File: config.mk
export PLATFORM = sky130hd
export DESIGN_NAME = count_ctrl_fsm
export DESIGN_NICKNAME = d
export VERILOG_FILES = /design/src/rtl/count_ctrl_fsm_pkg.sv /design/src/rtl/edge_detect.sv /design/src/rtl/count_ctrl_fsm.sv
export SDC_FILE = /design/constraint.sdc
export NUM_CORES = 1
export LEC_CHECK = 0
export BUFFER_PORTS_ARGS = -buffer_cell sky130_fd_sc_hd__buf_2
export CAP_MARGIN = 20
export CORE_AREA = 4 4 41 43
export CTS_BUF_LIST = sky130_fd_sc_hd__clkbuf_2
export DETAILED_ROUTE_END_ITERATION = 10
export DIE_AREA = 0 0 45 47
export SLEW_MARGIN = 20
export SYNTH_ARGS = -nofsm -noshare
export SYNTH_HDL_FRONTEND = slang
export SYNTH_SLANG_ARGS = --single-unit
File: constraint.sdc
create_clock -name clk -period 1.2 [get_ports clk]
set_input_delay 0.24 -clock clk [delete_from_list [all_inputs] [get_ports clk]]
set_output_delay 0.24 -clock clk [all_outputs]
set_load 0.005 [all_outputs]
File: src/rtl/count_ctrl_fsm_pkg.sv
// Shared definitions for the counter command/timing controller.
package count_ctrl_fsm_pkg;

  localparam int unsigned STATE_W = 2;

  typedef enum logic [STATE_W-1:0] {
    IDLE  = 2'b00,
    RUN   = 2'b01,
    PAUSE = 2'b10,
    DONE  = 2'b11
  } state_t;

endpackage

File: src/rtl/edge_detect.sv
// Rising-edge detector: one registered history bit, combinational rise strobe.
module edge_detect (
  input  logic clk,
  input  logic rst_b,
  input  logic x,
  output logic rise
);

  logic x_d;

  always_ff @(posedge clk or negedge rst_b) begin
    if (!rst_b) x_d <= 1'b0;
    else        x_d <= x;
  end

  assign rise = x & ~x_d;

endmodule

File: src/rtl/count_ctrl_fsm.sv
// Command/timing controller upstream of the up-counter: paces c_up with a
// prescaler, issues clr strobes, and stops once cnt_q reaches LIMIT.
module count_ctrl_fsm
  import count_ctrl_fsm_pkg::*;
#(
  parameter int unsigned      width    = 8,
  parameter int unsigned      PRESCALE = 4,
  parameter logic [width-1:0] LIMIT    = width'(8'h03)
) (
  input  logic             clk,
  input  logic             rst_b,
  input  logic             start,
  input  logic             stop,
  input  logic             clear,
  input  logic [width-1:0] cnt_q,
  output logic             c_up,
  output logic             clr,
  output logic             busy,
  output logic             done
);

  localparam int unsigned    PW       = $clog2(PRESCALE);
  localparam logic [PW-1:0]  PRE_LAST = PW'(PRESCALE - 1);

  logic rise_start, rise_stop, rise_clear;

  edge_detect u_start (.clk(clk), .rst_b(rst_b), .x(start), .rise(rise_start));
  edge_detect u_stop  (.clk(clk), .rst_b(rst_b), .x(stop),  .rise(rise_stop));
  edge_detect u_clear (.clk(clk), .rst_b(rst_b), .x(clear), .rise(rise_clear));

  state_t        state, state_nx;
  logic [PW-1:0] pres, pres_nx;
  logic          c_up_nx, clr_nx, busy_nx, done_nx;

  always_ff @(posedge clk or negedge rst_b) begin
    if (!rst_b) begin
      state <= IDLE;
      pres  <= '0;
      c_up  <= 1'b0;
      clr   <= 1'b0;
      busy  <= 1'b0;
      done  <= 1'b0;
    end else begin
      state <= state_nx;
      pres  <= pres_nx;
      c_up  <= c_up_nx;
      clr   <= clr_nx;
      busy  <= busy_nx;
      done  <= done_nx;
    end
  end

  always_comb begin
    state_nx = state;
    pres_nx  = pres;
    c_up_nx  = 1'b0;
    clr_nx   = 1'b0;
    unique case (state)
      IDLE: begin
        if (rise_clear) begin
          clr_nx  = 1'b1;
          pres_nx = '0;
        end else if (rise_start) begin
          state_nx = RUN;
          pres_nx  = '0;
        end
      end
      RUN: begin
        if (rise_clear) begin
          state_nx = IDLE;
          clr_nx   = 1'b1;
          pres_nx  = '0;
        end else if (cnt_q == LIMIT) begin
          state_nx = DONE;
        end else begin
          // The stop cycle still counts as a RUN cycle, so the prescaler
          // advances once more before being held in PAUSE.
          if (pres == PRE_LAST) begin
            c_up_nx = 1'b1;
            pres_nx = '0;
          end else begin
            pres_nx = pres + 1'b1;
          end
          if (rise_stop) state_nx = PAUSE;
        end
      end
      PAUSE: begin
        if (rise_clear) begin
          state_nx = IDLE;
          clr_nx   = 1'b1;
          pres_nx  = '0;
        end else if (rise_start) begin
          state_nx = RUN;
        end
      end
      DONE: begin
        if (rise_clear) begin
          state_nx = IDLE;
          clr_nx   = 1'b1;
          pres_nx  = '0;
        end
      end
      default: begin
        state_nx = IDLE;
        pres_nx  = '0;
      end
    endcase
    busy_nx = (state_nx == RUN) || (state_nx == PAUSE);
    done_nx = (state_nx == DONE);
  end

endmodule

==> flow_metrics.env <==
export IMPL_synth_distinct_cells=18
export IMPL_dieArea_um2=2120
export IMPL_syn_num_nets=54
export IMPL_crit_path_end_kind="flop"
export IMPL_ys_top_cells_by_area="dfrtp_1 (55%), nand3_1 (6.0%), ha_1 (5.0%), a32o_1 (4.0%), nor3b_4 (3.8%)"
export IMPL_n_antenna_cell=0
export IMPL_setup_violations=1
export IMPL_coreArea_um2=1300
export IMPL_crit_path_max_fanout=4
export IMPL_synth_top_area_cell="dfrtp_1"
export IMPL_cts_made_buffers=3
export IMPL_period_share_pct=104
export IMPL_slew_headroom_pct=83.3
export IMPL_clockRootBuffer="clkbuf_2"
export IMPL_area_delta_synth_final_pct=42.8
export IMPL_path_cells="buf_4 > a32o_1 > ha_2"
export IMPL_synth_cell_area_um2=497
export IMPL_tns_ns=-0.0453
export IMPL_fmax_mhz=803
export IMPL_ys_warn_count=0
export IMPL_grt_pass1_vias=476
export IMPL_antenna_found_initial=0
export IMPL_slowest_delay_ns=0.46
export IMPL_worst_setup_path_type="flop to flop"
export IMPL_synth_fa_ha_area_share_pct=5.04
export IMPL_ant_nets=0
export IMPL_gp_congestion=0.825
export IMPL_grt_pass1_wl_um=1880
export IMPL_synthCells=39
export IMPL_power_share_sequential_pct=52.3
export IMPL_final_common_cell="buf_2"
export IMPL_dpl_instance_area_um2=656
export IMPL_drc_errors=0
export IMPL_synth_mux_area_share_pct=0
export IMPL_grt_overflow=0
export IMPL_worstMarginPinSlew_ns=0.251
export IMPL_drtIter0Drc=3
export IMPL_required_ns=1.41
export IMPL_synth_top_family_by_area="simple AND/OR/NAND/NOR gates"
export IMPL_path_buf_inv=1
export IMPL_port_buffers=16
export IMPL_slew_viol_final=0
export IMPL_violations="setup timing"
export IMPL_timing_hold_violations_final=0
export IMPL_dr_pass1_iters=3
export IMPL_grt_start_max_net_pins=12
export IMPL_place_ws_ns=-0.319
export IMPL_ys_seq_area_share_pct=55.4
export IMPL_final_area_um2=709
export IMPL_p_leak_nw=0.361
export IMPL_irDropWorstVdd_v=0.000574
export IMPL_grt_usage_pct=12.9
export IMPL_drt_total_wl_um=1030
export IMPL_cts_tree="done"
export IMPL_viasPerCell=5.22
export IMPL_clockPowerShare_pct=23.9
export IMPL_cp_start_kind="flop"
export IMPL_worstPathArrival_ns=1.45
export IMPL_clock_latency_ns=0.26
export IMPL_start_util_pct=38.2
export IMPL_cellPowerDensity_nw_per_um2=1240
export IMPL_syn_avg_cell_area_um2=12.7
export IMPL_synth_compound_area_share_pct=12.3
export IMPL_max_cap_violations=0
export IMPL_p_int_mw=0.624
export IMPL_die_y_um=47
export IMPL_final_cell_mix="buf_2 (16), dfrtp_1 (11), buf_4 (7)"
export IMPL_layout_nets=83
export IMPL_dp_hpwl_um=853
export IMPL_dr_total_vias=428
export IMPL_layout_min_cycle_time_ns=1.25
export IMPL_path_clk_slew_ns=0.10
export IMPL_hold_path_class="primary input to flop"
export IMPL_synth_simple_area_share_pct=24.9
export IMPL_cp_slowest_cell="dfrtp_1"
export IMPL_core_rowCount=13
export IMPL_rsz0062_at_grt="yes"
export IMPL_fin_skew_ns=0.00250
export IMPL_htreeDepth=1
export IMPL_cts_buffer_depth=2
export IMPL_die_width_um=45
export IMPL_comb_power_share_pct=23.8
export IMPL_p_sw_share_pct=29.1
export IMPL_clock_sinks=11
export IMPL_status="finished with violations"
export IMPL_worst_slack_ns=-0.0453
export IMPL_final_layout_size_suffix_gt1_share_pct=56.7
export IMPL_synthXorXnorAreaFrac_pct=0
export IMPL_p_switching_mw=0.256
export IMPL_synth_top_cell_area_share_pct=55.4
export IMPL_boundaryPins=17
export IMPL_crit_family="flip-flops"
export IMPL_wl_per_cell_um=12.6
export IMPL_synth_seq_cells=11
==> cell families after synthesis <==
| logic type | Yosys count |
|---|---|
| flops | 11 |
| compound gates | 7 |
| simple gates | 16 |
| fa+ha+maj | 2 |
| buf+inv | 3 |
==> metal layers <==
metal	vias to the layer above	track usage [%]	share of wire, %
met4	0	12.3	3.5
met5	-	0	0
met3	5	3.45	7.7
met2	14	22.3	50
li1	205	-	-
met1	204	12.3	39
==> synth_stat cells <==
| master | number |
|---|---|
| nand3_1 | 6 |
| nand4_2 | 1 |
| nand2b_2 | 1 |
| and3_2 | 1 |
| o21ai_2 | 1 |
| nor2_1 | 2 |
| nor3b_4 | 1 |
| nor4_2 | 1 |
| a211oi_2 | 1 |
| o211ai_1 | 2 |
| and4_2 | 1 |
| a32o_1 | 2 |
| nand3b_1 | 1 |
| a21oi_1 | 1 |
| inv_1 | 3 |
| nor4b_1 | 1 |
| ha_1 | 2 |
| dfrtp_1 | 11 |
==> worst register-to-register path, stage by stage (launching register included) <==
cell and delay (ns):
dfrtp_1 0.46, buf_4 0.17, a32o_1 0.26, ha_2 0.31
==> registers in the layout, summed over array words and instances (netlist names) <==
signal       cells
clr              1
state            2
pres             2
u_start.x_d      1
done             1
u_clear.x_d      1
c_up             1
u_stop.x_d       1
busy             1
==> repair_timing <==
| action | 4_1_cts | 5_1_grt |
|---|---|---|
| resized for setup | 1 | 2 |
| pin swaps | 3 | 0 |
| endpoints found under the hold margin | 11 | 0 |
| setup endpoints to repair | 2 | 3 |
| setup buffers | 1 | 0 |
| hold buffers | 1 | 0 |
==> area by class of cell <==
cell class,instances,area [um2]
Clock buffer,4,20.0
Fill cell,120,592
Inverter,3,11.3
Multi-Input combinational cell,25,241
Sequential cell,11,275
Tap cell,15,18.8
Timing Repair Buffer,24,143
==> final timing paths <==
check                      cells after the start                   end           startpoint  slack [ns]
max                                            3        busy$_DFF_PN0_   state[1]$_DFF_PN0_       -0.05
min                                            1  u_stop.x_d$_DFF_PN0_                 stop        0.10
max reg2reg                                    3        busy$_DFF_PN0_   state[1]$_DFF_PN0_       -0.05
min reg2reg                                    2   pres[1]$_DFFE_PN0P_  pres[1]$_DFFE_PN0P_        0.56
max in group asynchronous                      2  u_stop.x_d$_DFF_PN0_                rst_b        0.64
min in group asynchronous                      2   pres[0]$_DFFE_PN0P_                rst_b        0.36
==> power groups by stage <==
stage	sequential, mW	combinational, mW	clock [mW]
finish	0.461	0.209	0.210
CTS	0.459	0.209	0.224
global route	0.470	0.239	0.239
floorplan	0.463	0.0991	0
detailed placement	0.465	0.201	0
global placement	0.466	0.193	0
==> metrics by stage <==
| step | power, mW | util (%) | cells | hold slack, ns |
|---|---|---|---|---|
| final | 0.880 | 54.5 | 82 | 0.103 |
| after global routing | 0.948 | 54.5 | 82 | 0.0878 |
| after CTS | 0.891 | 53.7 | 82 | 0.0852 |
| after detailed placement | 0.666 | 50.4 | 76 | 0.119 |
| after global placement | 0.658 | 50.4 | 76 | 0.121 |
| after floorplan | 0.562 | - | 39 | -0.0556 |
Note: power is estimated with default switching activity, not from simulation.
